[src/rtl/uart_pkg.sv]
// Shared constants and types for the UART receive path.
package uart_pkg;

    localparam int unsigned DEF_CLK_FREQ   = 25_000_000;
    localparam int unsigned DEF_BAUD_RATE  = 115_200;
    localparam int unsigned DEF_FIFO_DEPTH = 4;

    function automatic int unsigned clks_per_bit(input int unsigned clk_freq,
                                                 input int unsigned baud_rate);
        return clk_freq / baud_rate;
    endfunction

    localparam int unsigned CLKS_PER_BIT = clks_per_bit(DEF_CLK_FREQ, DEF_BAUD_RATE);
    localparam int unsigned HALF_BIT     = CLKS_PER_BIT / 2;

    typedef enum logic [1:0] {
        IDLE  = 2'd0,
        START = 2'd1,
        DATA  = 2'd2,
        STOP  = 2'd3
    } rx_state_t;

endpackage

[src/rtl/uart_sync_fifo.sv]
// First-word fall-through FIFO for received bytes.
// A push that meets a full FIFO is dropped unless a pop frees a slot in the same cycle.
module uart_sync_fifo #(
    parameter int unsigned DEPTH = 4,
    parameter int unsigned W     = 8
) (
    input  logic         clk,
    input  logic         rst_n,
    input  logic         push,
    input  logic         pop,
    input  logic [W-1:0] wdata,
    output logic [W-1:0] rdata,
    output logic         full,
    output logic         empty,
    output logic         drop
);

    localparam int AW   = $clog2(DEPTH);
    localparam int CNTW = AW + 1;

    logic [W-1:0]    mem [DEPTH];
    logic [AW-1:0]   wr_ptr;
    logic [AW-1:0]   rd_ptr;
    logic [CNTW-1:0] count;
    logic            pop_ok;
    logic            push_ok;

    assign empty   = (count == '0);
    assign full    = (count == CNTW'(DEPTH));
    assign pop_ok  = pop & ~empty;
    assign push_ok = push & (~full | pop_ok);
    assign drop    = push & ~push_ok;
    assign rdata   = empty ? '0 : mem[rd_ptr];

    always_ff @(posedge clk) begin
        if (push_ok) mem[wr_ptr] <= wdata;
    end

    // Power-of-two depth lets the pointers wrap by natural overflow.
    always_ff @(posedge clk or negedge rst_n) begin
        if (!rst_n) begin
            wr_ptr <= '0;
            rd_ptr <= '0;
            count  <= '0;
        end else begin
            if (push_ok) wr_ptr <= wr_ptr + AW'(1);
            if (pop_ok)  rd_ptr <= rd_ptr + AW'(1);
            case ({push_ok, pop_ok})
                2'b10:   count <= count + CNTW'(1);
                2'b01:   count <= count - CNTW'(1);
                default: count <= count;
            endcase
        end
    end

endmodule

[src/rtl/uart_rx_fifo.sv]
// 8N1 UART receiver feeding a small byte FIFO, with sticky overrun/framing flags.
module uart_rx_fifo
    import uart_pkg::*;
#(
    parameter int unsigned CLK_FREQ   = DEF_CLK_FREQ,
    parameter int unsigned BAUD_RATE  = DEF_BAUD_RATE,
    parameter int unsigned FIFO_DEPTH = DEF_FIFO_DEPTH
) (
    input  logic       i_clk,
    input  logic       i_rst_n,
    input  logic       i_uart,
    input  logic       i_read_flag,
    input  logic       i_clear,
    output logic [7:0] o_bin,
    output logic       o_valid,
    output logic       o_full,
    output logic       o_overrun,
    output logic       o_frame_err
);

    localparam int unsigned CPB  = clks_per_bit(CLK_FREQ, BAUD_RATE);
    localparam int unsigned HALF = CPB / 2;
    localparam int          CW   = $clog2(CPB);

    localparam logic [CW-1:0] BIT_LAST  = CW'(CPB - 1);
    localparam logic [CW-1:0] HALF_LAST = CW'(HALF - 1);

    rx_state_t     state, state_nxt;
    logic [CW-1:0] cnt, cnt_nxt;
    logic [2:0]    bit_cnt, bit_nxt;
    logic [7:0]    shreg, sh_nxt;
    logic          push_q, push_nxt;
    logic          ferr_set;

    logic sync1, sync2, sync3;
    logic rx_bit, fall;

    logic empty, fifo_drop;

    // Line is asynchronous; only sync2 onward is used, sync3 gives the edge.
    always_ff @(posedge i_clk or negedge i_rst_n) begin
        if (!i_rst_n) begin
            sync1 <= 1'b1;
            sync2 <= 1'b1;
            sync3 <= 1'b1;
        end else begin
            sync1 <= i_uart;
            sync2 <= sync1;
            sync3 <= sync2;
        end
    end

    assign rx_bit = sync2;
    assign fall   = sync3 & ~sync2;

    always_ff @(posedge i_clk or negedge i_rst_n) begin
        if (!i_rst_n) begin
            state   <= IDLE;
            cnt     <= '0;
            bit_cnt <= '0;
            shreg   <= '0;
            push_q  <= 1'b0;
        end else begin
            state   <= state_nxt;
            cnt     <= cnt_nxt;
            bit_cnt <= bit_nxt;
            shreg   <= sh_nxt;
            push_q  <= push_nxt;
        end
    end

    always_comb begin
        state_nxt = state;
        cnt_nxt   = cnt;
        bit_nxt   = bit_cnt;
        sh_nxt    = shreg;
        push_nxt  = 1'b0;
        ferr_set  = 1'b0;
        case (state)
            IDLE: begin
                if (fall) begin
                    state_nxt = START;
                    cnt_nxt   = '0;
                    bit_nxt   = '0;
                end
            end
            START: begin
                if (cnt == HALF_LAST) begin
                    cnt_nxt   = '0;
                    state_nxt = rx_bit ? IDLE : DATA;
                end else begin
                    cnt_nxt = cnt + CW'(1);
                end
            end
            DATA: begin
                if (cnt == BIT_LAST) begin
                    cnt_nxt = '0;
                    sh_nxt  = {rx_bit, shreg[7:1]};
                    bit_nxt = bit_cnt + 3'd1;
                    if (bit_cnt == 3'd7) state_nxt = STOP;
                end else begin
                    cnt_nxt = cnt + CW'(1);
                end
            end
            STOP: begin
                if (cnt == BIT_LAST) begin
                    cnt_nxt   = '0;
                    state_nxt = IDLE;
                    if (rx_bit) push_nxt = 1'b1;
                    else        ferr_set = 1'b1;
                end else begin
                    cnt_nxt = cnt + CW'(1);
                end
            end
            default: state_nxt = IDLE;
        endcase
    end

    // The receiver never looks at FIFO state; a full FIFO only costs the byte.
    uart_sync_fifo #(
        .DEPTH (FIFO_DEPTH),
        .W     (8)
    ) u_fifo (
        .clk   (i_clk),
        .rst_n (i_rst_n),
        .push  (push_q),
        .pop   (i_read_flag),
        .wdata (shreg),
        .rdata (o_bin),
        .full  (o_full),
        .empty (empty),
        .drop  (fifo_drop)
    );

    assign o_valid = ~empty;

    // Clear loses to a coincident set event.
    always_ff @(posedge i_clk or negedge i_rst_n) begin
        if (!i_rst_n) begin
            o_overrun   <= 1'b0;
            o_frame_err <= 1'b0;
        end else begin
            if (fifo_drop)    o_overrun <= 1'b1;
            else if (i_clear) o_overrun <= 1'b0;
            if (ferr_set)     o_frame_err <= 1'b1;
            else if (i_clear) o_frame_err <= 1'b0;
        end
    end

endmodule

[config.mk]
export PLATFORM = sky130hd
export DESIGN_NAME = uart_rx_fifo
export DESIGN_NICKNAME = d
export VERILOG_FILES = /design/src/rtl/uart_pkg.sv /design/src/rtl/uart_sync_fifo.sv /design/src/rtl/uart_rx_fifo.sv
export SDC_FILE = /design/constraint.sdc
export NUM_CORES = 1
export LEC_CHECK = 0
export BUFFER_PORTS_ARGS = -buffer_cell sky130_fd_sc_hd__buf_4
export CAP_MARGIN = 20
export CORE_MARGIN = 10
export CORE_UTILIZATION = 60
export DETAILED_ROUTE_END_ITERATION = 10
export GPL_ROUTABILITY_DRIVEN = 0
export PLACE_DENSITY = 0.79
export SETUP_SLACK_MARGIN = 0.1
export SLEW_MARGIN = 20
export SYNTH_ARGS = -nofsm -noshare
export SYNTH_HDL_FRONTEND = slang
export SYNTH_SLANG_ARGS = --single-unit
[constraint.sdc]
create_clock -name i_clk -period 2.4 [get_ports i_clk]
set_clock_uncertainty 0.15 [all_clocks]
set_input_delay 0.48 -clock i_clk [delete_from_list [all_inputs] [get_ports i_clk]]
set_output_delay 0.48 -clock i_clk [all_outputs]
set_load 0.01 [all_outputs]
# --- Word-level counts from Yosys, hierarchy flattened ---
# Memory sizes are Yosys's and may differ from the RTL's.
# Index checks and enable logic that the tools add are counted.
word_totals:
  output_inout_bits: 12
  mem_count: 1
  regBits: 34
  wordCells: 80
  mem_bits_rw: 32
classes:
  mux: 27
  n_eq_ne: 14
  n_addsub: 6
  reduce_logical: 10
  bitwise: 9
mem_list:
  columns: ["name", "depth", "width", "rd", "rd_clocked_by_memory_dff", "write_ports", "line_no", "rtl"]
  rows:
  - ["u_fifo.mem", 4, 8, 1, 0, 1, "uart_sync_fifo.sv:21", "logic [W-1:0] mem [DEPTH];"]
op_table:
  columns: ["op", "n"]
  rows:
  - ["two-way mux 8 bit", 4]
  - ["case mux 8 bit (3 select lines)", 1]
  - ["two-way mux 2 bit", 6]
  - ["case mux 3 bit (2 select lines)", 2]
  - ["two-way mux 1 bit", 11]
  - ["inequality test 2 bit, second input constant", 5]
  - ["adder 8 x 1 -> 8 bit, second input constant", 1]
  - ["== test 8 x 7 -> 1 bit, second input constant", 1]
  - ["== test 8 bit, second input constant", 1]
  - ["case mux 2 bit (4 select lines)", 1]
  - ["nonzero test 2 bit", 4]
  - ["adder 3 x 1 -> 3 bit, second input constant", 2]
  - ["== test 2 bit, second input constant", 3]
  - ["== test 3 bit, second input constant", 2]
  - ["two-way mux 3 bit", 2]
  - ["AND reduction 5 bit", 1]
  - ["adder 2 x 1 -> 2 bit, second input constant", 2]
  - ["AND 1 bit", 4]
  - ["== test 2 x 1 -> 1 bit, second input constant", 2]
  - ["NOT 1 bit", 4]
  - ["zero test 3 bit", 1]
  - ["AND reduction 3 bit", 1]
  - ["subtractor 3 x 1 -> 3 bit, second input constant", 1]
  - ["zero test 2 bit", 1]
  - ["other kinds (3)", 3]

# --- Longest topological paths before layout ---
# Gate-level depths: netlist of run 1.
depth:
  depth_word: 8
  depth_mapped: 8
  ltp_nobuf: 7

# --- Hierarchy ---
# Synthesis of run 1 repeated with hierarchy kept, for this count alone.
hier_totals:
  hier_cells: 208
  hier_area_um2: 2932.8
modules_own_cells:
  columns: ["module", "cells_per_inst", "area_each_um2", "instances"]
  rows:
  - ["uart_sync_fifo", 91, 1655.3, 1]
  - ["uart_rx_fifo", 117, 1277.5, 1]

# --- Least setup slack after synthesis of run 1 ---
# OpenSTA, ideal clock, no wires.
synth_timing:
  kind: "register to register"
  startpoint: "reg u_fifo.count[1]"
  endpoint: "reg u_fifo.count[1]"
  setup_ns: 0.087
  stages_incl_launch_ff: 8
  path_slack_ns: 0.207
  arrival_time_ns: 1.956
  cell_sequence: "dfrtp_1 > or3_1 > clkbuf_1 > nand3_1 > fa_1 > a211oi_1 > o21ai_0 > a22oi_1"
synth_via:
  elab_chain_cells: 7
  elab_cells_between_ends: 13
  cone_classes: "2 x add/sub; 3 x eq/ne; 1 x mux; 5 x bitwise; 2 x reduce/logical"
synth_rtl:
  columns: ["element", "line_no", "rtl"]
  rows:
  - ["from (decl)", "uart_sync_fifo.sv:24", "logic [CNTW-1:0] count;"]
  - ["from (signal assigned)", "uart_sync_fifo.sv:49", "2'b10: count <= count + CNTW'(1);"]
  - ["from (signal assigned)", "uart_sync_fifo.sv:50", "2'b01: count <= count - CNTW'(1);"]
  - ["from (signal assigned)", "uart_sync_fifo.sv:51", "default: count <= count;"]
  - ["zero test 3 bit *", "uart_sync_fifo.sv:28", "assign empty = (count == '0);"]
  - ["NOT 1 bit *", null, null]
  - ["named net o_valid", "uart_rx_fifo.sv:15", "output logic o_valid,"]
  - ["AND 1 bit *", "uart_sync_fifo.sv:30", "assign pop_ok = pop & ~empty;"]
  - ["bitwise OR 1 bit", "uart_sync_fifo.sv:31", "assign push_ok = push & (~full | pop_ok);"]
  - ["AND 1 bit", "uart_sync_fifo.sv:31", null]
  - ["== test 2 x 1 -> 1 bit or == test 2 bit (tied branches)", "uart_sync_fifo.sv:48", "case ({push_ok, pop_ok})"]
  - ["case mux 3 bit (2 select lines) or nonzero test 2 bit (tied branches)", null, null]
# The timed path passes the listed nets; every way through them passes the cells marked *.
# A chain may end at the register's enable or synchronous reset.

# --- Worst setup path in the final report of run 1 ---
layout_timing:
  startpoint: "reg u_fifo.rd_ptr[0]"
  endpoint: "out o_bin[1]"
layout_via:
  elab_chain_cells: 2
layout_rtl:
  columns: ["element", "line_no", "rtl"]
  rows:
  - ["from (decl)", "uart_sync_fifo.sv:23", "logic [AW-1:0] rd_ptr;"]
  - ["from (signal assigned)", "uart_sync_fifo.sv:47", "if (pop_ok) rd_ptr <= rd_ptr + AW'(1);"]
  - ["memory (4 x 8 bit)", null, null]
  - ["two-way mux 8 bit", "uart_sync_fifo.sv:33", "assign rdata = empty ? '0 : mem[rd_ptr];"]
  - ["to (decl)", "uart_rx_fifo.sv:14", "output logic [7:0] o_bin,"]
# Every way passes these cells.

==> summary.txt, run 1 <==
Detailed routing
  • DRT iter0 DRCs: 97
  • Antenna Nets Post-Route: 0
  • Routed via count: 1819
  • Drt drc: 0
  • WL final: 5278 um
  • Via density: 5.756
  • DR pass1 iterations: 4
  • Routed WL per cell: 16.70 um

Floorplanning
  • Die height: 90.21 um
  • Die Footprint: 8138 um2
  • Boundary pin count: 17
  • Initial core utilization: 0.6221
  • Core area: 4755 um2
  • Chip width: 90.21 um
  • # rows: 25

Global route
  • Vias in the first global route: 1850
  • First-pass GRT wire length: 8825 um
  • GRT Total Usage: 0.1336
  • Total grt overflow: 0
  • Initial antenna violation count: 0
  • Pin count of the biggest net entering global routing: 35

Place
  • IO Port Bufs: 16
  • Placed cell areas: 3179 um2
  • Hpwl dp: 3537 um
  • Post-Place Cells: 297
  • Post-Place Setup Slack: 0.3341 ns

Pwr
  • Leakage: 1.484 nW
  • Worst IR Drop VDD: 0.0005236 V
  • PwrDens: 883.5 nW/um2
  • Combinational power share: 0.252
  • Clk pwr share: 0.282
  • Internal power component: 2.119 mW
  • Sw frac: 0.3053
  • NetSw: 0.9312 mW
  • Flop pwr share: 0.466
  • Tot Pwr: 3.050 mW

Clock network
  • Worst-Skew Late Latency: 0.33 ns
  • CTS tree: yes
  • CTS max path bufs: 2
  • Clk sinks: 66
  • Clk slew on worst S/H paths: 0.07 ns
  • H-tree levels: 3
  • CTS Buf Count: 9
  • Root buffer cell: clkbuf_8

STA
  • Min cycle time layout: 2.271 ns
  • Final Hold Fails: 0
  • Setup violations, final: 0
  • Max Slew Vio Count: 0
  • Setup tns final: 0 ns
  • Post-route setup slack: 0.1289 ns
  • Max frequency: 440.3 MHz
  • RSZ-0062 raised after global routing: true
  • Min Hold Slack: 0.1104 ns
  • Slew HR: 0.6983
  • Fin crit share: 0.9463
  • Worst-margin pin slew: 0.4526 ns

Logic synthesis
  • Mapped cell area: 2958 um2
  • Post-Synthesis Cells: 214
  • Syn_area_per_cell: 13.82 um2
  • Synth warnings: 0
  • Flop and latch count out of synthesis: 66
  • Synth Flop Type: edfxtp_1
  • Syn Nets: 228
  • Post-synth EDFFs: 32
  • Number of library cell types mapped by synthesis: 46
  • Sequential area share after synthesis: 0.6138
  • Asr flop ratio synth: 0.5152

Worst setup path
  • WS Path Type: register to output pin
  • CP endpoint kind: output pin
  • Arr. time, crit path: 1.64 ns
  • Crit-path slowest cell: mux4_2
  • Critical path fanouts, max: 5
  • Crit start category: register
  • CP Cell Sequence: buf_6 > mux4_2 > and2_4 > buf_6
  • Critical path required time: 1.77 ns
  • Worst path max stage delay: 0.51 ns
  • Most used cell, CP: buf_6

Flow run
  • Max_cap viols: 0

Layout
  • Layout cells sized above 1: 0.3012
  • Post-route cell area: 3452 um2
  • Diode count: 0
  • Final core utilization: 0.7261
  • P&R area growth vs syn: 16.71%
  • Nets: 258
  • Fill cell count: 317
  • Final Non-Filler Cells: 316

Status
  • Outcome: finished, final reports clean

Min path
  • Hold WC Path Type: primary input to register
-- final cells by class --
cell class / instances / area, um2 / share of cell area
multi-input combinational: 128 / 1086 / 0.3146
timing repair buffer: 24 / 224.0 / 0.06488
clock inverter: 6 / 57.56 / 0.01667
clock buffer: 10 / 127.6 / 0.03697
tap: 67 / 83.83 / 0.02428
inverter: 15 / 56.30 / 0.01631
sequential: 66 / 1817 / 0.5263
-- routing by layer --
layer,vias up,part of all wire,track usage
met1,907,0.44,0.1653
li1,850,-,-
met3,13,0.052,0.03658
met5,-,0,0
met4,0,0.019,0.07029
met2,49,0.49,0.2088
-- power groups by stage --
| stage | registers (mW) | logic [mW] | clock network [mW] |
|---|---|---|---|
| global route | 1.44 | 0.864 | 0.934 |
| finish | 1.42 | 0.767 | 0.860 |
| CTS | 1.42 | 0.729 | 0.872 |
| global placement | 1.43 | 0.682 | 0 |
| floorplan | 1.38 | 0.518 | 0 |
| detailed placement | 1.44 | 0.703 | 0 |
-- final timing paths --
path	start	end	slack (ns)	depth (start not counted)
worst max-delay path	u_fifo.rd_ptr[0]	o_bin[1]	0.13	4
worst min-delay path	i_uart	sync1	0.11	1
worst max register to register	u_fifo.count[1]	u_fifo.count[1]	0.28	6
worst min register to register	sync1	rx_bit	0.21	0
max in group asynchronous	i_rst_n	sync3	1.25	2
min in group asynchronous	i_rst_n	state[0]	0.49	2
-- repair_timing --
action                                  in CTS  in global routing
cloned                                       0                  0
endpoints found under the setup margin       3                  8
hold buffers                                 1                  0
pin swaps                                    0                  8
buffers inserted                             1                  1
hold endpoints to repair                    31                  0
gates resized for setup                      2                 18
-- registers in the layout, summed over array words and instances, names as in the netlist, 2 cells and up, named ones only --
| register | flops |
|---|---|
| bit_cnt | 3 |
| cnt | 8 |
| shreg | 8 |
| u_fifo.count | 3 |
| u_fifo.mem | 32 |
| u_fifo.rd_ptr | 2 |
| u_fifo.wr_ptr | 2 |
-- critical path: cells and delay by family (launching register included) --
kind | cells | cell delay, ns
multiplexers | 1 | 0.51
AND/OR/NAND/NOR | 1 | 0.16
flip-flops | 1 | 0.38
buffers and inverters | 2 | 0.27
-- cells by family (layout without fill, tap and decap cells) --
logic type	Yosys count	count (layout)	synth area share
xor gates and xnor gates	5	5	0.01481
DFF	66	66	0.6138
buffers and inverters	20	55	0.02580
adders and majority gates	9	9	0.04061
and+or+nand+nor	60	60	0.1168
muxes	19	19	0.1019
AOI/OAI and AO/OA	35	35	0.08630
-- cell usage after synthesis (6+ instances only) --
library cell / n / area, um2
o22ai_1: 6 / 37.54
mux4_2: 8 / 180.2
ha_1: 8 / 100.1
nor2_1: 6 / 22.52
nand2_1: 16 / 60.06
o21ai_0: 7 / 35.03
edfxtp_1: 32 / 960.9
mux2_2: 9 / 101.4
inv_1: 15 / 56.30
and2_1: 14 / 87.58
dfrtp_1: 31 / 775.7
-- cell usage in the layout, fill, tap and decap left out, types with 2 or more instances in the layout --
| master | n |
|---|---|
| edfxtp_1 | 32 |
| dfrtp_1 | 30 |
| nand2_1 | 16 |
| inv_1 | 15 |
| buf_4 | 12 |
| buf_6 | 11 |
| mux2_2 | 9 |
| clkbuf_8 | 9 |
| mux4_2 | 8 |
| and2_4 | 8 |
| ha_1 | 8 |
| o21ai_0 | 7 |
| nor2_1 | 6 |
| and2_1 | 6 |
| o22ai_1 | 6 |
| nand3_1 | 4 |
| nor3_1 | 4 |
| o211ai_1 | 3 |
| xnor2_1 | 3 |
| a22oi_1 | 3 |
| o2bb2ai_1 | 3 |
| dfstp_2 | 3 |
| o21a_1 | 2 |
| o32ai_1 | 2 |
| nand2b_1 | 2 |
| nor2b_1 | 2 |
| a211oi_1 | 2 |
| a21oi_1 | 2 |
| mux2i_1 | 2 |
| xor2_1 | 2 |
| clkinv_1 | 2 |
| clkinvlp_4 | 2 |
Note: power is estimated with default switching activity, not from simulation.
==> run 2, diff against run 1 <==
--- a/config.mk
+++ b/config.mk
@@ -5,7 +5,7 @@
 export SDC_FILE = /design/constraint.sdc
 export NUM_CORES = 1
 export LEC_CHECK = 0
-export BUFFER_PORTS_ARGS = -buffer_cell sky130_fd_sc_hd__buf_4
+export BUFFER_PORTS_ARGS = -buffer_cell sky130_fd_sc_hd__buf_2
 export CAP_MARGIN = 20
 export CORE_MARGIN = 10
 export CORE_UTILIZATION = 60
==> run 2 against run 1 <==
Flip-flop and latch count stayed put. First-iteration DRC count rose by 11%. Worst hold slack worse by 0.058 ns. Maximum frequency is 2.5% lower. Critical path type unchanged. Highest routed layer unchanged.
==> summary.txt, run 2 (same netlist as run 1, synthesis figures left out) <==
Layout
  • Largest regs: u_fifo.mem (32), cnt (8), shreg (8)
  • Final Non-Filler Cells: 314 (-0.63%)
  • Layout cells sized above 1: 0.2794 (-0.02185)
  • Commonest non-fill, non-tap cells in the layout: 32 x edfxtp_1, 30 x dfrtp_1, 16 x nand2_1
  • Leading cell type in the layout, fill and taps excluded: edfxtp_1
  • P&R area growth vs syn: 14.34%
  • Nets: 256 (-0.78%)
  • Max reg flops: 32 (unchanged)
  • Largest reg by FF count: u_fifo.mem
  • Diode count: 0 (unchanged)

Clock network
  • Worst-Skew Late Latency: 0.34 ns (about the same)
  • CTS Buf Count: 9 (unchanged)
  • Clk slew on worst S/H paths: 0.07 ns (about the same)
  • CTS tree: yes
  • Hold-fix buffers at CTS: 0 (-1)
  • H-tree levels: 3 (unchanged)
  • CTS max path bufs: 2 (unchanged)
  • Clk sinks: 66 (unchanged)
  • Root buffer cell: clkbuf_8

Worst setup path
  • Reg2reg setup slack: 0.21 ns (-0.07 ns)
  • Worst R2R Start: u_fifo.count[1]
  • Critical path fanouts, max: 11 (+6)
  • Critical path origin: u_fifo.count[1]
  • Cells on worst reg2reg path: 6 (unchanged)
  • Crit start category: register
  • Reg2reg end: u_fifo.count[1]
  • WS Path Type: register to output pin
  • CP endpoint kind: output pin
  • CP endpoint: o_bin[3]
  • Critical path required time: 1.77 ns (about the same)
  • Arr. time, crit path: 1.70 ns (+0.06 ns)

Place
  • IO Port Bufs: 16 (unchanged)
  • Hpwl dp: 3414 um (-3.5%)
  • Post-Place Setup Slack: 0.3087 ns (-0.02548 ns)
  • Post-Place Cells: 295 (-0.67%)

Global route
  • Total grt overflow: 0 (unchanged)
  • Initial antenna violation count: 0 (unchanged)
  • Vias in the first global route: 1726 (-6.7%)
  • Pin count of the biggest net entering global routing: 35 (unchanged)
  • GRT Total Usage: 0.1329 (-0.0006215)
  • First-pass GRT wire length: 8680 um (-1.6%)

STA
  • Setup tns final: 0 ns (unchanged)
  • Max frequency: 429.4 MHz (-2.5%)
  • Fin crit share: 0.9702 (+0.02397)
  • Min cycle time layout: 2.329 ns (+0.05752 ns)
  • Worst-margin pin slew: 0.7448 ns (+0.2922 ns)
  • Post-route setup slack: 0.07141 ns (-0.05752 ns)
  • Final Hold Fails: 0 (unchanged)
  • Slew HR: 0.5035 (-0.1948)
  • Max Slew Vio Count: 0 (unchanged)
  • Setup violations, final: 0 (unchanged)
  • RSZ-0062 raised after global routing: true

Pwr
  • NetSw: 0.9655 mW (+3.7%)
  • Internal power component: 2.119 mW (about the same)
  • Tot Pwr: 3.085 mW (+1.1%)
  • Flop pwr share: 0.466 (about the same)
  • Worst IR Drop VDD: 0.0005411 V (+3.4%)
  • Sw frac: 0.3130 (+0.007682)
  • Leakage: 1.466 nW (-1.3%)
  • Clk pwr share: 0.285 (+0.003)
  • PwrDens: 912.1 nW/um2 (+3.2%)
  • Combinational power share: 0.249 (-0.003)

Status
  • Outcome: finished, final reports clean

Floorplanning
  • Initial core utilization: 0.6221 (unchanged)
  • Die height: 90.21 um (unchanged)
  • # rows: 25 (unchanged)
  • Core area: 4755 um2 (unchanged)
  • Chip width: 90.21 um (unchanged)
  • Die Footprint: 8138 um2 (unchanged)
  • Boundary pin count: 17 (unchanged)

Detailed routing
  • Routed via count: 1770 (-2.7%)
  • DRT iter0 DRCs: 108 (+11%)
  • Drt drc: 0 (unchanged)
  • DR pass1 iterations: 4 (unchanged)
  • Routed WL per cell: 17.15 um (+2.7%)
  • Antenna Nets Post-Route: 0 (unchanged)
  • Via density: 5.637 (-2.1%)
  • WL final: 5385 um (+2.0%)

Flow run
  • Max_cap viols: 0 (unchanged)

Min path
  • Hold WC Path Type: primary input to asynchronous set/reset pin
run 2: changes by cell type in the layout (fill, tap and decap cells not counted), sizes merged:
cell and change:
buf -2, clkbuf +1, dlygate4sd3 -1
run 2: critical path, cell delays in order (launching register included):
cell and delay [ns]:
dfrtp_1 0.45, or3_1 0.43, buf_4 0.19, and2_1 0.16, buf_2 0.13
run 2: worst min-delay path by stage:
stage,from,cells past startpoint,to
3_3_place_gp,sync1,0,rx_bit
6_report,i_rst_n,1,o_overrun
2_1_floorplan,i_rst_n,0,asynchronous set/reset pin
3_5_place_dp,sync1,0,rx_bit
4_1_cts,i_rst_n,1,state[0]
5_1_grt,i_uart,1,sync1
run 2: what timing repair did:
action	4_1_cts	5_1_grt
gates resized for setup	2	6
pin swaps	0	8
buffers inserted	0	2
setup endpoints to repair	8	8
gates cloned	0	1
run 2: final cells by class:
cell class                      count  area, um2
Sequential cell                    66       1817
Fill cell                         314       1373
Multi-Input combinational cell    128       1071
Timing Repair Buffer               22      167.7
Clock buffer                       10      127.6
Tap cell                           67      83.83
Clock inverter                      6      58.81
Inverter                           15      56.30
run 2: power groups by stage:
stage / registers (mW) / logic [mW] / clock network [mW]
floorplan: 1.38 / 0.518 / 0
global placement: 1.44 / 0.650 / 0
finish: 1.44 / 0.768 / 0.879
CTS: 1.42 / 0.685 / 0.888
global route: 1.46 / 0.859 / 0.948
detailed placement: 1.44 / 0.671 / 0
run 2: metrics by stage:
step           hold WS, ns    util  cell area (um2)
6_report           0.05262  0.7113             3382
5_1_grt            0.08215  0.7113             3382
4_1_cts            0.07677  0.6979             3318
3_5_place_dp        0.2057  0.6571             3124
3_3_place_gp        0.1967  0.6571             3124
2_1_floorplan      0.03441       -             2958
run 2: routing by layer:
metal / up-vias / global-route usage / routed length (um)
li1: 841 / - / -
met1: 882 / 0.1691 / 2310
met2: 35 / 0.1985 / 2718
met3: 12 / 0.03824 / 233
met4: 0 / 0.07560 / 123
met5: - / 0 / 0
==> run 3, diff against run 2 <==
==> constraint.sdc (replaced) <==
create_clock -name i_clk -period 2.4 [get_ports i_clk]
set_clock_uncertainty 0.15 [all_clocks]
set_input_delay 0.48 -clock i_clk [delete_from_list [all_inputs] [get_ports i_clk]]
set_output_delay 0.48 -clock i_clk [all_outputs]
set_load 0.02 [all_outputs]
==> run 3 against run 2 <==
Clock-buffer cell count fell by 1. Sequential power barely moved. Wire length rose by 0.50%. Cell area rose by 1.4%. Clock power fell by 0.6%. Total power rose by 1.5%. Flip-flop and latch count did not move. Critical path depth did not move. Highest routed layer unchanged.
==> summary.txt, run 3 (same netlist as run 1, synthesis figures left out) <==
Clock network
  • Clk sinks: 66 (unchanged)
  • CTS Buf Count: 9 (unchanged)
  • H-tree levels: 3 (unchanged)
  • Clk slew on worst S/H paths: 0.07 ns (about the same)
  • CTS max path bufs: 2 (unchanged)
  • Root buffer cell: clkbuf_8
  • Worst-Skew Late Latency: 0.33 ns (about the same)
  • CTS tree: yes

Global route
  • First-pass GRT wire length: 8997 um (+3.7%)
  • Total grt overflow: 0 (unchanged)
  • Initial antenna violation count: 0 (unchanged)
  • Pin count of the biggest net entering global routing: 35 (unchanged)
  • GRT Total Usage: 0.1395 (+0.006600)
  • Vias in the first global route: 1799 (+4.2%)

Worst setup path
  • CP Cell Sequence: buf_8 > mux4_2 > and2_4 > buf_6
  • Critical path fanouts, max: 5 (-6)
  • Critical path's top delay family: multiplexers
  • Crit-path slowest cell: mux4_2
  • Worst R2R Start: u_fifo.count[0]
  • Reg2reg setup slack: 0.23 ns (+0.02 ns)
  • CP endpoint kind: output pin
  • Worst path max stage delay: 0.51 ns (+0.06 ns)
  • WS Path Type: register to output pin
  • Reg2reg end: u_fifo.count[1]
  • Arr. time, crit path: 1.69 ns (about the same)
  • Crit start category: register
  • Cells on worst reg2reg path: 6 (unchanged)
  • Critical path required time: 1.77 ns (about the same)
  • Bufs and invs on worst path: 2 (unchanged)

Pwr
  • Tot Pwr: 3.130 mW (+1.5%)
  • PwrDens: 912.3 nW/um2 (about the same)
  • Leakage: 1.480 nW (+0.95%)
  • Worst IR Drop VDD: 0.0005875 V (+8.6%)

Detailed routing
  • Via density: 5.709 (+1.3%)
  • Drt drc: 0 (unchanged)
  • DR pass1 iterations: 4 (unchanged)
  • Routed via count: 1787 (+0.96%)
  • Routed WL per cell: 17.29 um (+0.82%)
  • DRT iter0 DRCs: 149 (+38%)
  • WL final: 5412 um (+0.50%)
  • Antenna Nets Post-Route: 0 (unchanged)

Layout
  • Area of the multi-input gates: 1086 um2 (+1.4%)
  • Nets: 256 (unchanged)
  • Final Non-Filler Cells: 313 (-0.32%)
  • Max reg flops: 32 (unchanged)
  • P&R area growth vs syn: 15.99%
  • Largest reg by FF count: u_fifo.mem
  • Sequential cell area: 1818 um2 (about the same)
  • Layout cells sized above 1: 0.3049 (+0.02553)
  • Fill cell count: 320 (+1.9%)
  • Largest regs: u_fifo.mem (32), cnt (8), shreg (8)
  • Diode count: 0 (unchanged)
  • Commonest non-fill, non-tap cells in the layout: 32 x edfxtp_1, 29 x dfrtp_1, 16 x nand2_1
  • Leading cell type in the layout, fill and taps excluded: edfxtp_1

Flow run
  • Max_cap viols: 0 (unchanged)

STA
  • Setup tns final: 0 ns (unchanged)
  • Final Hold Fails: 0 (unchanged)
  • Fin crit share: 0.9662 (-0.004016)
  • Post-route setup slack: 0.08105 ns (+0.009638 ns)
  • Max frequency: 431.2 MHz (+0.42%)
  • Min cycle time layout: 2.319 ns (-0.009638 ns)
  • Setup violations, final: 0 (unchanged)
  • RSZ-0062 raised after global routing: true
  • Worst-margin pin slew: 0.7432 ns (-0.001514 ns)
  • Slew HR: 0.5045 (+0.001010)
  • Max Slew Vio Count: 0 (unchanged)
  • Min Hold Slack: 0.05505 ns (+0.002432 ns)

Place
  • IO Port Bufs: 16 (unchanged)
  • Post-Place Setup Slack: 0.2505 ns (-0.05811 ns)
  • Hpwl dp: 3491 um (+2.2%)
  • Post-Place Cells: 295 (unchanged)

Floorplanning
  • Initial core utilization: 0.6221 (unchanged)
  • Die height: 90.21 um (unchanged)
  • # rows: 25 (unchanged)
  • Chip width: 90.21 um (unchanged)
  • Die Footprint: 8138 um2 (unchanged)
  • Core area: 4755 um2 (unchanged)
  • Boundary pin count: 17 (unchanged)

Status
  • Outcome: finished, final reports clean

Min path
  • Hold WC Path Type: primary input to asynchronous set/reset pin
[run 3: cell count changes in the layout (fill, tap and decap cells not counted), sizes merged]
| cell | previous run | this run |
|---|---|---|
| clkinvlp | 2 | 1 |
| clkbuf | 11 | 10 |
| clkinv | 3 | 4 |
[run 3: final cells by class]
cell class	instances	share of cell area
clock buffers	9	0.03611
inverters	15	0.01641
well taps	67	0.02443
multi-input cells	128	0.3166
repair buffers	22	0.05945
flip-flops and latches	66	0.5299
clock inverters	6	0.01714
[run 3: stage by stage]
| stage | util | instance area (um2) |
|---|---|---|
| final | 0.7216 | 3431 |
| after global routing | 0.7216 | 3431 |
| after CTS | 0.7195 | 3421 |
| after detailed placement | 0.6571 | 3124 |
| after global placement | 0.6571 | 3124 |
| after floorplan | - | 2958 |
[run 3: how the worst max path moves through the flow]
stage	slack [ns]	depth (start not counted)	from	endpoint
finish	0.08	4	u_fifo.rd_ptr[0]	o_bin[6]
floorplan	0.14	7	u_fifo.count[1]	u_fifo.count[1]
CTS	0.06	4	u_fifo.rd_ptr[0]	o_bin[6]
detailed placement	0.25	6	u_fifo.count[1]	u_fifo.count[1]
global route	0.04	4	u_fifo.rd_ptr[0]	o_bin[6]
global placement	0.35	6	u_fifo.count[1]	u_fifo.count[1]
[run 3: what timing repair did]
item,CTS,global route
hold buffers,0,0
buffers inserted,2,0
pin swaps,3,5
resized for setup,25,6
cloned,1,0
setup endpoints to repair,8,8
[run 3: metal layers]
metal | vias up | wire (um) | GRT usage
met2 | 42 | 2566 | 0.2155
met3 | 10 | 262 | 0.03325
li1 | 844 | - | -
met5 | - | 0 | 0
met1 | 891 | 2450 | 0.1722
met4 | 0 | 132 | 0.08886
[run 3: power breakdown]
group | switching, mW | total, mW | leakage (nW) | internal, mW
sequential | 0.152 | 1.43 | 0.791 | 1.28
clock | 0.408 | 0.874 | 0.0902 | 0.466
combinational | 0.438 | 0.825 | 0.599 | 0.387
total | 0.997 | 3.13 | 1.48 | 2.13
